--- src/rtl/ifetch_prefetch_unit_pkg.sv ---
// Shared types and constants for the instruction-fetch front end.
// Latency: none (types only); backpressure: n/a.
package ifetch_prefetch_unit_pkg;

    localparam logic [31:0] NOP_INSTR = 32'h00000020;

    localparam logic [5:0] OP_LW  = 6'h23;
    localparam logic [5:0] OP_SW  = 6'h2b;
    localparam logic [5:0] OP_BEQ = 6'h04;
    localparam logic [5:0] OP_ALU = 6'h00;

    typedef struct packed {
        logic [31:0] pc;
        logic [31:0] instr;
    } fetch_entry_t;

    function automatic logic [29:0] word_addr(input logic [31:0] byte_addr);
        return byte_addr[31:2];
    endfunction

endpackage

--- src/rtl/ifetch_prefetch_unit_fetch_queue.sv ---
// fetch_queue: DEPTH-entry FIFO of fetch entries; flush beats push/pop.
// Latency: a push is visible at head the next cycle; backpressure: caller never pushes when full.
module fetch_queue
    import ifetch_prefetch_unit_pkg::*;
#(
    parameter int DEPTH = 4
) (
    input  logic                     clock,
    input  logic                     reset,
    input  logic                     push,
    input  fetch_entry_t             push_data,
    input  logic                     pop,
    input  logic                     flush,
    output fetch_entry_t             head,
    output logic [$clog2(DEPTH):0]   count
);

    localparam int AW = $clog2(DEPTH);

    fetch_entry_t   mem_q [DEPTH];
    logic [AW-1:0]  rd_ptr_q;
    logic [AW-1:0]  wr_ptr_q;
    logic [AW:0]    count_q;

    always_ff @(posedge clock) begin
        if (reset || flush) begin
            rd_ptr_q <= '0;
            wr_ptr_q <= '0;
            count_q  <= '0;
        end else begin
            // Power-of-two depth: pointers wrap naturally at DEPTH.
            if (push) wr_ptr_q <= wr_ptr_q + 1'b1;
            if (pop)  rd_ptr_q <= rd_ptr_q + 1'b1;
            count_q <= count_q + {{AW{1'b0}}, push} - {{AW{1'b0}}, pop};
        end
    end

    always_ff @(posedge clock) begin
        if (push && !flush && !reset) mem_q[wr_ptr_q] <= push_data;
    end

    assign head  = mem_q[rd_ptr_q];
    assign count = count_q;

endmodule

--- src/rtl/ifetch_prefetch_unit.sv ---
// Sequential fetch with one outstanding request, epoch-tagged flush on redirect, prefetch queue to decode.
// Latency: response word reaches id_* one cycle after it returns; backpressure: credit stops issue when queue+in-flight fill DEPTH.
module ifetch_prefetch_unit
    import ifetch_prefetch_unit_pkg::*;
#(
    parameter int          DEPTH    = 4,
    parameter logic [31:0] PC_RESET = 32'h00000000
) (
    input  logic        clock,
    input  logic        reset,
    output logic        imem_req,
    output logic [31:0] imem_addr,
    input  logic        imem_ready,
    input  logic        imem_rvalid,
    input  logic [31:0] imem_rdata,
    output logic        id_valid,
    output logic [31:0] id_instr,
    output logic [31:0] id_pc,
    input  logic        id_ready,
    input  logic        redirect,
    input  logic [31:0] redirect_pc
);

    localparam int CW = $clog2(DEPTH) + 1;

    logic [31:0]  fetch_pc_q, fetch_pc_d;
    logic [31:0]  req_pc_q, req_pc_d;
    logic         outst_q, outst_d;
    logic         tag_q, tag_d;
    logic         epoch_q, epoch_d;

    logic [CW-1:0] count;
    logic [CW:0]   inflight;
    fetch_entry_t  head;
    fetch_entry_t  push_data;
    logic          accept, rsp, push, pop;

    // Queued plus in-flight entries never exceed DEPTH, so a response always has room.
    assign inflight  = {1'b0, count} + {{CW{1'b0}}, outst_q};
    assign imem_req  = ~reset & ~redirect & (~outst_q | imem_rvalid) & (inflight < (CW+1)'(DEPTH));
    assign imem_addr = fetch_pc_q;

    assign accept    = imem_req & imem_ready;
    assign rsp       = imem_rvalid & outst_q;
    assign push      = rsp & (tag_q == epoch_q) & ~redirect;
    assign push_data = '{pc: req_pc_q, instr: imem_rdata};

    assign id_valid  = (count != '0) & ~redirect & ~reset;
    assign pop       = id_valid & id_ready;
    assign id_instr  = id_valid ? head.instr : NOP_INSTR;
    assign id_pc     = id_valid ? head.pc : 32'h0;

    always_comb begin
        fetch_pc_d = fetch_pc_q;
        req_pc_d   = req_pc_q;
        tag_d      = tag_q;
        epoch_d    = epoch_q;
        outst_d    = outst_q;
        if (redirect) begin
            fetch_pc_d = {word_addr(redirect_pc), 2'b00};
            epoch_d    = ~epoch_q;
        end else if (accept) begin
            fetch_pc_d = fetch_pc_q + 32'd4;
            req_pc_d   = fetch_pc_q;
            tag_d      = epoch_q;
        end
        if (accept)   outst_d = 1'b1;
        else if (rsp) outst_d = 1'b0;
    end

    always_ff @(posedge clock) begin
        if (reset) begin
            fetch_pc_q <= PC_RESET;
            req_pc_q   <= '0;
            outst_q    <= 1'b0;
            tag_q      <= 1'b0;
            epoch_q    <= 1'b0;
        end else begin
            fetch_pc_q <= fetch_pc_d;
            req_pc_q   <= req_pc_d;
            outst_q    <= outst_d;
            tag_q      <= tag_d;
            epoch_q    <= epoch_d;
        end
    end

    fetch_queue #(.DEPTH(DEPTH)) u_queue (
        .clock     (clock),
        .reset     (reset),
        .push      (push),
        .push_data (push_data),
        .pop       (pop),
        .flush     (redirect),
        .head      (head),
        .count     (count)
    );

endmodule

--- config.mk ---
export PLATFORM = sky130hd
export DESIGN_NAME = ifetch_prefetch_unit
export DESIGN_NICKNAME = d
export VERILOG_FILES = /design/src/rtl/ifetch_prefetch_unit_pkg.sv /design/src/rtl/ifetch_prefetch_unit_fetch_queue.sv /design/src/rtl/ifetch_prefetch_unit.sv
export SDC_FILE = /design/constraint.sdc
export NUM_CORES = 1
export LEC_CHECK = 0
export ABC_AREA = 1
export ABC_CLOCK_PERIOD_IN_PS = 5300
export CAP_MARGIN = 15
export CORE_MARGIN = 2
export CORE_UTILIZATION = 40
export CTS_CLUSTER_SIZE = 30
export DETAILED_ROUTE_END_ITERATION = 10
export GPL_TIMING_DRIVEN = 0
export REMOVE_ABC_BUFFERS = 1
export SLEW_MARGIN = 20
export SYNTH_ARGS = -nofsm -noshare
export SYNTH_HDL_FRONTEND = slang
export SYNTH_SLANG_ARGS = --single-unit
--- constraint.sdc ---
create_clock -name clock -period 5.3 [get_ports clock]
set_input_delay 1.325 -clock clock [delete_from_list [all_inputs] [get_ports clock]]
set_output_delay 1.325 -clock clock [all_outputs]
set_load 0.01 [all_outputs]
==> results of run 1 <==
-- logic make-up (layout without fill, tap and decap cells) --
| kind of cell | Yosys count | in the layout | share of synthesized area [%] |
|---|---|---|---|
| other | 1 | 4 | 0.0279 |
| XOR/XNOR | 11 | 11 | 0.718 |
| buffers and inverters | 139 | 304 | 4.25 |
| AND/OR/NAND/NOR | 594 | 594 | 17.6 |
| adder cells (fa/ha/maj) | 9 | 9 | 0.895 |
| flip-flops | 320 | 320 | 66.2 |
| AO/OA/AOI/OAI | 275 | 275 | 10.3 |
-- cell type report --
| class | count | area [um2] |
|---|---|---|
| Tap cell | 448 | 561 |
| Clock buffer | 50 | 995 |
| Fill cell | 3037 | 16500 |
| Inverter | 65 | 265 |
| Sequential cell | 320 | 8900 |
| Multi-Input combinational cell | 893 | 4010 |
| Clock inverter | 10 | 56.3 |
| Timing Repair Buffer | 179 | 2030 |
-- routing by layer --
layer  up-vias  GRT usage [%]  share of wire, %
met1      4567           25.0                45
met4         0           5.86               2.4
met3        52           3.17               5.0
met2       245           31.5                47
met5         -              0                 0
li1       4835              -                 -
-- flip-flops by register name, summed over array words and instances, names as in the netlist, named ones only --
| signal | flops |
|---|---|
| u_queue.mem_q | 248 |
| u_queue.rd_ptr_q | 2 |
| u_queue.count | 3 |
| outst_q | 1 |
| tag_q | 1 |
| epoch_q | 1 |
| u_queue.wr_ptr_q | 2 |
| imem_addr | 30 |
| req_pc_q | 30 |
-- cell usage after synthesis (all sizes together) --
cell / instances / area [um2]
nor2: 325 / 1240
edfxtp: 248 / 7450
nand2: 217 / 817
o21ai: 149 / 746
a21oi: 123 / 619
dfxtp: 72 / 1440
inv: 63 / 236
clkbuf: 44 / 165
nand3: 39 / 195
buf: 30 / 160
nand3b: 9 / 67.6
ha: 8 / 100
xnor2: 8 / 70.1
nand4: 3 / 33.8
xor2: 3 / 26.3
clkinv: 2 / 8.75
conb: 1 / 3.75
fa: 1 / 20.0
nor3: 1 / 5.00
o21a: 1 / 7.51
o21bai: 1 / 7.51
o311ai: 1 / 8.76
-- final timing paths --
| path | from | end | slack [ns] | cells past startpoint |
|---|---|---|---|---|
| worst max-delay path | reset | id_pc[9] | 0.19 | 8 |
| worst min-delay path | u_queue.rd_ptr_q[0]$_SDFFE_PP0P_ | flip-flop | 0.50 | 2 |
| worst max register to register | u_queue.count[1]$_SDFF_PP0_ | imem_addr[19]$_SDFFE_PP0P_ | 2.27 | 8 |
| worst min register to register | u_queue.rd_ptr_q[0]$_SDFFE_PP0P_ | flip-flop | 0.50 | 2 |
-- through the flow --
| step | setup slack, ns | utilization, % | std cells |
|---|---|---|---|
| 2_1_floorplan | -0.197 | - | 1278 |
| 3_3_place_gp | -4.89 | 45.9 | 1887 |
| 3_5_place_dp | -0.0251 | 47.3 | 1905 |
| 4_1_cts | 0.156 | 50.5 | 1965 |
| 5_1_grt | 0.00498 | 50.5 | 1965 |
| 6_report | 0.190 | 50.5 | 1965 |
-- critical path, cell delays in order --
cell and delay, ns:
buf_2 0.23, buf_12 0.22, nor2_4 0.13, inv_1 0.13, a21oi_2 0.40, clkinv_8 0.40
a21oi_1 0.33, clkdlybuf4s50_1 0.59
-- power by group through the flow --
stage | registers, uW | logic, uW | clock network (uW)
global placement | 2800 | 202 | 0
CTS | 2750 | 207 | 2290
floorplan | 2800 | 72.9 | 0
detailed placement | 2800 | 205 | 0
global route | 2750 | 225 | 2400
finish | 2750 | 205 | 2240
==> metrics.txt, run 1 <==
DIE AREA=approximately 35000 um2; crit path time final=between 5 and 6 ns; placed cell area=~16000 um2; die width=between 150 and 200 um; setup TNS=0 ns; Routability Congestion=0.798; power density cells=roughly 310 nW/um2; most common cell after layout, fill and taps aside=nor2_1; via count=9699; first-pass GRT wire length=51700 um; combinational share of power=under 10%; CP Data Arrival Time=3.79 ns; Flop pwr share=53.0%; VDD IR max=0.168 mV; period utilization=96.4%; row cnt=67; Nets=1573; post_cts resized=1; Final Hold Viols=0; Design Power=5190 uW; Int Pwr=4120 uW; clock skew=between 0.015 and 0.02 ns; final WL=about 33000 um; layout cells sized above 1=between 5 and 6%; vias in the first global route=slightly above 9000; area delta synth->final=25.2%; # port buffers=about 160; wire length per cell=between 15 and 20 um; switching pwr=1070 uW; Mapped Area=13400 um2; most frequent cells in the layout=nor2_1, edfxtp_1, nand2_1, clkdlybuf4s50_1, o21ai_0; Switching Share=between 20% and 30%; DRT antenna net count=0; Worst-Margin Slew=1.03 ns; # diodes=0; max frequency=approximately 0.2 GHz; Worst Path Max Fanout=61; Leak=0.00591 uW; Hold Buf Count CTS=0; TritonCTS clock tree=built; critical path class=input pin to output pin; Iter 0 DRT Violations=approximately 620; clock share of power=43.1%; boundary pin count=around 170; Worst Path Required=between 3 and 4 ns; Setup crit start kind=input pin; GRT Residual Overflow=0; WHS=approximately 0.50 ns; Post-CTS Setup Repair Bufs=0; Max clock buf depth=3; Die Ht=roughly 190 um; Finish-stage setup viols=0; H-tree depth=2; Slew Viols, Final=0; CP endpoint kind=output pin; RSZ-0062 raised after global routing=no; Syn Area/Cell=9.95 um2; Remaining DRCs=0; Clock Sink Count=320; clock tree root driver cell=clkbuf_16; core footprint=33300 um2; overall routing resource usage=18.8%; Syn Inst Count=between 1000 and 1500; Starting Density=40.3%; Max transition margin=a little under a third; register area share after synthesis=~66%; class of the worst hold path=flip-flop to flip-flop; post-route cell area=approximately 17000 um2; pin count of the biggest net entering global routing=85; initial antenna violation count=0; DR vias/cell=around 5; CTS Buf Count=35; register bit total from synthesis=320; Clock Latency Late Sink=0.52 ns; DRT Pass-1 Iters=5; max-cap violation count=0; run status=finished, final reports clean; clock-pin slew on the worst setup and hold paths=approximately 0.06 ns; Yosys cell types=33; YS warnings=0; DP HPWL=around 20000 um
No activity file was read; power rests on OpenSTA's default activity.
==> run 2: changes to the inputs <==
ABC_CLOCK_PERIOD_IN_PS = 5900   (was 5300)
clock period = 5.9 ns   (was 5.3 ns; I/O delays follow)
==> run 2 against run 1 <==
Compared with the run above: worst hold slack hardly changed; critical path depth stayed put; cell area hardly changed; sequential share of layout area hardly changed; combinational power is 10% lower; largest power group unchanged; highest routed layer unchanged.
==> metrics.txt, run 2 (synthesis gave the netlist of run 1 again) <==
via count=9719 (+0.21%); Cell Count, Final, Fillers Out=1965 (unchanged); R2R cell count=8 (unchanged); class of the worst hold path=flip-flop to flip-flop; Nets=1573 (unchanged); TritonCTS clock tree=built; core footprint=33300 um2 (unchanged); setup TNS=0 ns (unchanged); DIE AREA=35000 um2 (unchanged); Finish-stage setup viols=0 (unchanged); pin count of the biggest net entering global routing=85 (unchanged); Max transition margin=31.5% (+0.26 points); run status=finished, final reports clean; max-cap violation count=0 (unchanged); Max clock buf depth=3 (unchanged); initial antenna violation count=0 (unchanged); max frequency=approximately 0.18 GHz; DR vias/cell=4.95 (+0.21%); H-tree depth=2 (unchanged); max FFs per register=248 (unchanged); power density cells=278 nW/um2 (-10%); GRT Residual Overflow=0 (unchanged); Slowest-stage cell, CP=clkdlybuf4s50_1; crit path time final=~5.6 ns; Largest stage delay, worst path=0.60 ns (about the same); Worst Path Buf+Inv=5 (unchanged); final WL=33100 um (+0.19%); Worst-Margin Slew=1.03 ns (-0.00391 ns); hold depth=2 (unchanged); Worst Path Max Fanout=61 (unchanged); Iter 0 DRT Violations=618 (unchanged); Routability Congestion=0.798 (unchanged); die width=187 um (unchanged); Critical Path, Cell by Cell=buf_2 -> buf_12 -> nor2_4 -> inv_1 -> a21oi_2 -> clkinv_4 -> a21oi_1 -> clkdlybuf4s50_1; family with the most delay on the worst path=buffers and inverters; boundary pin count=168 (unchanged); Post-Place Setup Slack=0.275 ns (+0.300 ns); area delta synth->final=25.2% (about the same); Starting Density=40.3% (unchanged); Clock Latency Late Sink=0.52 ns (about the same); vias in the first global route=9345 (unchanged); clock skew=0.0171 ns (+0.000599 ns); Hold Buf Count CTS=0 (unchanged); clock-pin slew on the worst setup and hold paths=0.06 ns (about the same); Hold Crit Start=u_queue.rd_ptr_q[0]$_SDFFE_PP0P_; most common cell after layout, fill and taps aside=nor2_1; # diodes=0 (unchanged); layout cells sized above 1=5.60% (unchanged); Final Hold Viols=0 (unchanged); wire length per cell=16.9 um (+0.19%); DRT Pass-1 Iters=5 (unchanged); Leak=0.00591 uW (about the same); row cnt=67 (unchanged); critical path class=input pin to output pin; most frequent cells in the layout=nor2_1, edfxtp_1, nand2_1, clkdlybuf4s50_1, o21ai_0; Die Ht=187 um (unchanged); period utilization=between 90% and 100%; CP endpoint kind=output pin; Slew Viols, Final=0 (unchanged); DRT antenna net count=0 (unchanged); Worst R2R End=imem_addr[19]$_SDFFE_PP0P_; worst setup margin=0.315 ns (+0.125 ns); largest register by flop count=u_queue.mem_q; Worst Path Required=4.43 ns (+0.46 ns); DP HPWL=20400 um (unchanged); # port buffers=161 (unchanged); reg2reg setup slack=2.86 ns (+0.59 ns); worst r2r src=u_queue.count[1]$_SDFF_PP0_; Post-CTS Setup Repair Bufs=0 (unchanged); clock tree root driver cell=clkbuf_16; DP Cell Count=1905 (unchanged); first-pass GRT wire length=51700 um (unchanged); Remaining DRCs=0 (unchanged); Design Power=4670 uW (-10%); CTS Buf Count=35 (unchanged); overall routing resource usage=18.8% (unchanged); RSZ-0062 raised after global routing=no; VDD IR max=0.151 mV (-10%); Setup crit start kind=input pin; post_cts resized=0 (-1); WHS=0.496 ns (+0.000143 ns); CP Data Arrival Time=4.11 ns (+0.32 ns); Clock Sink Count=320 (unchanged)
-- run 2: per-stage QoR --
| stage | area (um2) | utilization [%] |
|---|---|---|
| 6_report | 16800 | 50.5 |
| 5_1_grt | 16800 | 50.5 |
| 4_1_cts | 16800 | 50.5 |
| 3_5_place_dp | 15800 | 47.3 |
| 3_3_place_gp | 15300 | 45.9 |
| 2_1_floorplan | 13100 | - |
-- run 2: final cells by class --
type                            count  area, um2
Inverter                           65        258
Timing Repair Buffer              179       2030
Clock buffer                       50        995
Multi-Input combinational cell    893       4010
Fill cell                        3038      16500
Clock inverter                     10       56.3
Tap cell                          448        561
Sequential cell                   320       8900
-- run 2: worst min-delay path: cells and delay by family (launching register included) --
family	cells	cell delay [ns]
flops	1	0.29
buf+inv	1	0.09
compound gates	1	0.08
-- run 2: worst max-delay path by stage --
stage,startpoint,end,slack (ns),depth (start not counted)
2_1_floorplan,flip-flop,id_instr[5],0.25,5
6_report,reset,id_pc[9],0.31,8
3_5_place_dp,reset,id_pc[9],0.27,8
5_1_grt,reset,id_pc[5],0.11,8
3_3_place_gp,redirect,u_queue.mem_q[1][10]$_DFFE_PP_,-4.44,6
4_1_cts,reset,id_pc[9],0.27,8
-- run 2: layer usage --
metal	wire, um	vias to the layer above	GRT usage [%]	share of wire, %
met5	0	-	0	0
met4	778	0	5.86	2.3
met3	1770	52	3.17	5.4
met2	15700	263	31.5	47
met1	14900	4569	25.0	45
li1	-	4835	-	-
-- run 2: power by group --
part	switching (uW)	internal, uW
sequential	33.3	2440
combinational	95.0	89.4
clock	838	1170
total	966	3700
==> RTL edit: new RTL, config.mk and constraints of run 1 <==
`DEPTH` is set to 4 in 2 places; all go to 16.
--- a/src/rtl/ifetch_prefetch_unit_fetch_queue.sv
+++ b/src/rtl/ifetch_prefetch_unit_fetch_queue.sv
@@ -4,5 +4,5 @@
     import ifetch_prefetch_unit_pkg::*;
 #(
-    parameter int DEPTH = 4
+    parameter int DEPTH = 16
 ) (
     input  logic                     clock,
--- a/src/rtl/ifetch_prefetch_unit.sv
+++ b/src/rtl/ifetch_prefetch_unit.sv
@@ -4,5 +4,5 @@
     import ifetch_prefetch_unit_pkg::*;
 #(
-    parameter int          DEPTH    = 4,
+    parameter int          DEPTH    = 16,
     parameter logic [31:0] PC_RESET = 32'h00000000
 ) (
Behaviour: same outputs for any inputs over 4 cycles, from zero or initial values and one cycle with reset high; that may be too few to reach the edited logic, so the function may still have changed.
==> RTL edit against run 1 <==
Clock power rose to 3.4 times the old value. Sequential cell count up 752. Setup slack worse by 0.018 ns. Sequential share of layout area is 7.2 points higher. Die area grew to 3.2 times the old value. Global-route usage rose by 1.4 points. Power increased to 3.3 times the old value. Cell area grew to 3.1 times the old value. Synthesized area rose to 3.3 times the old value. Wire length rose to 3.5 times the old value. Sequential power rose to 3.4 times the old value. First-iteration DRC count rose to 4.9 times the old value. Critical path type is now reg -> out. Largest cell class unchanged. Highest routed layer unchanged.
==> RTL edit: results (changes against run 1) <==
- Outcome: finished, final reports clean
- N_diodes: 0 (unchanged)
- Max reg flops: 992 (+300%)
- First-pass GRT wire length: 172900 um (+230%)
- Min-Delay Path Depth: 1 (-1)
- Commonest cells post-synth: nand2_1 (1128), edfxtp_1 (992), nand3_1 (613)
- Ratio of cells with drive above 1 in the final layout: 0.07871 (+0.02268)
- Placer Congestion: 0.7906 (-0.96%)
- Drt total wl: 115500 um (+250%)
- DP Area: 0.04849 mm2 (+210%)
- Pin count of the biggest net entering global routing: 128 (+51%)
- Worst hold endpoint: u_queue.rd_ptr_q[0]$_SDFFE_PP0P_
- Worst hold path startpoint: u_queue.rd_ptr_q[0]$_SDFFE_PP0P_
- Largest stage delay on the critical path: 0.61 ns (+0.02 ns)
- Synth async-reset ratio: 0 (unchanged)
- RR Startpoint: epoch_q$_SDFFE_PP0P_
- Syn. warnings: 0 (unchanged)
- Htree depth: 3 (+1)
- Yosys cell types: 40 (+21%)
- Leakage: 18.05 nW (+210%)
- Worst skew pair latency: 0.68 ns (+0.16 ns)
- Ys flop type: edfxtp_1
- Fin nets: 4084 (+160%)
- CTS root buf: clkbuf_16
- DR pass1 iterations: 6 (+1)
- Reg2reg path depth: 11 (+3)
- DP HPWL: 66720 um (+230%)
- Sequential area share after synthesis: 0.7167 (+0.05455)
- Main area contributors after synthesis: edfxtp_1 (68%), nand2_1 (9.7%), nand3_1 (7.0%), dfxtp_1 (3.7%), a21oi_1 (2.8%)
- Post-synth EDFFs: 992 (+300%)
- Buffers on Ports: 161 (unchanged)
- Most flop-heavy register: u_queue.mem_q
- Clock Path Buffers: 3 (unchanged)
- Adder-Cell Fraction of Synth Area: 0.004742 (-0.004206)
- Slew @ Worst Pin: 0.8493 ns (-0.1810 ns)
- Slowest CP cell: clkdlybuf4s50_1
- DR vias: 29080 (+200%)
- Total track usage: 0.2021 (+0.01419)
- Peak VDD IR: 290.3 uV (+73%)
- Synth Area in Compound Gates: 0.04294 (-0.06052)
- Worst R2R End: u_queue.mem_q[6][24]$_DFFE_PP_
- Largest fanout on the critical path: 59 (-3.3%)
- Number of global-route vias before repair: 27680 (+200%)
- Clock Skew: 0.02088 ns (+0.004383 ns)
- Starting DRT DRC Count: 3027 (+390%)
- Initial antenna violation count: 1 (+1)
- Xor/xnor cell area share of the yosys netlist: 0.002200 (-0.004977)
- Flop2flop setup slack: 2.17 ns (-0.10 ns)
- Num CTS Buffers: 110 (+210%)
- FILL cells: 9485 (+210%)
==> RTL edit: final cells by class <==
cell class / count / area (um2) / area share
clock buffer: 146 / 2990 / 0.05728
multi-input combinational: 2478 / 11170 / 0.2139
clock inverter: 59 / 556.8 / 0.01067
sequential: 1072 / 31410 / 0.6016
inverter: 76 / 320.3 / 0.006136
tap: 1414 / 1769 / 0.03389
timing repair buffer: 260 / 3996 / 0.07655
==> RTL edit: worst max-delay path by stage <==
stage	endpoint	slack [ns]	cells past startpoint	from
6_report	id_instr[19]	0.17	11	flip-flop
5_1_grt	id_pc[11]	0.03	8	redirect
4_1_cts	id_pc[11]	0.01	11	flip-flop
3_5_place_dp	id_pc[15]	-0.09	8	redirect
3_3_place_gp	id_instr[5]	-46.14	8	flip-flop
2_1_floorplan	id_instr[5]	-17.02	7	flip-flop
==> RTL edit: repair_timing <==
| action | 4_1_cts | 5_1_grt |
|---|---|---|
| buffers inserted | 2 | 0 |
| cloned | 0 | 3 |
| setup endpoints to repair | 27 | 19 |
| gates resized for setup | 6 | 5 |
==> RTL edit: layer usage <==
layer	track usage	up-vias	part of all wire
met4	0.06421	0	0.028
met5	0	-	0
li1	-	13780	-
met3	0.02666	198	0.063
met2	0.3176	1011	0.47
met1	0.2915	14090	0.44
==> RTL edit: logic make-up (layout without fill, tap and decap cells) <==
family,Yosys count,after routing
buf+inv,316,541
fa+ha+maj,16,16
simple gates,2080,2080
compound gates,367,367
other cells,1,4
xor+xnor,11,11
flops,1072,1072
==> RTL edit: metrics by stage <==
stage          instances  hold WS [ns]  setup TNS [ns]  setup WS (ns)
3_5_place_dp        5295        0.4791         -0.4041       -0.08564
3_3_place_gp        5201        0.4747        -8614.85         -46.14
2_1_floorplan       3626        0.4498        -1042.05         -17.02
6_report            5505        0.4941               0         0.1722
4_1_cts             5502        0.4896               0        0.01292
5_1_grt             5505        0.5294               0        0.02798
==> RTL edit: critical path: cells and delay by family (launching register included) <==
family,cells,cell delay [ns]
buffers and inverters,5,1.77
AND/OR/NAND/NOR,5,0.59
flip-flops,1,0.47
AO/OA/AOI/OAI,1,0.19
==> RTL edit: where the power goes <==
part | internal, mW | leakage [nW] | switching, mW
clock | 4.35 | 1.73 | 3.19
sequential | 9.26 | 9.90 | 0.0887
combinational | 0.111 | 6.42 | 0.168
total | 13.7 | 18.1 | 3.45
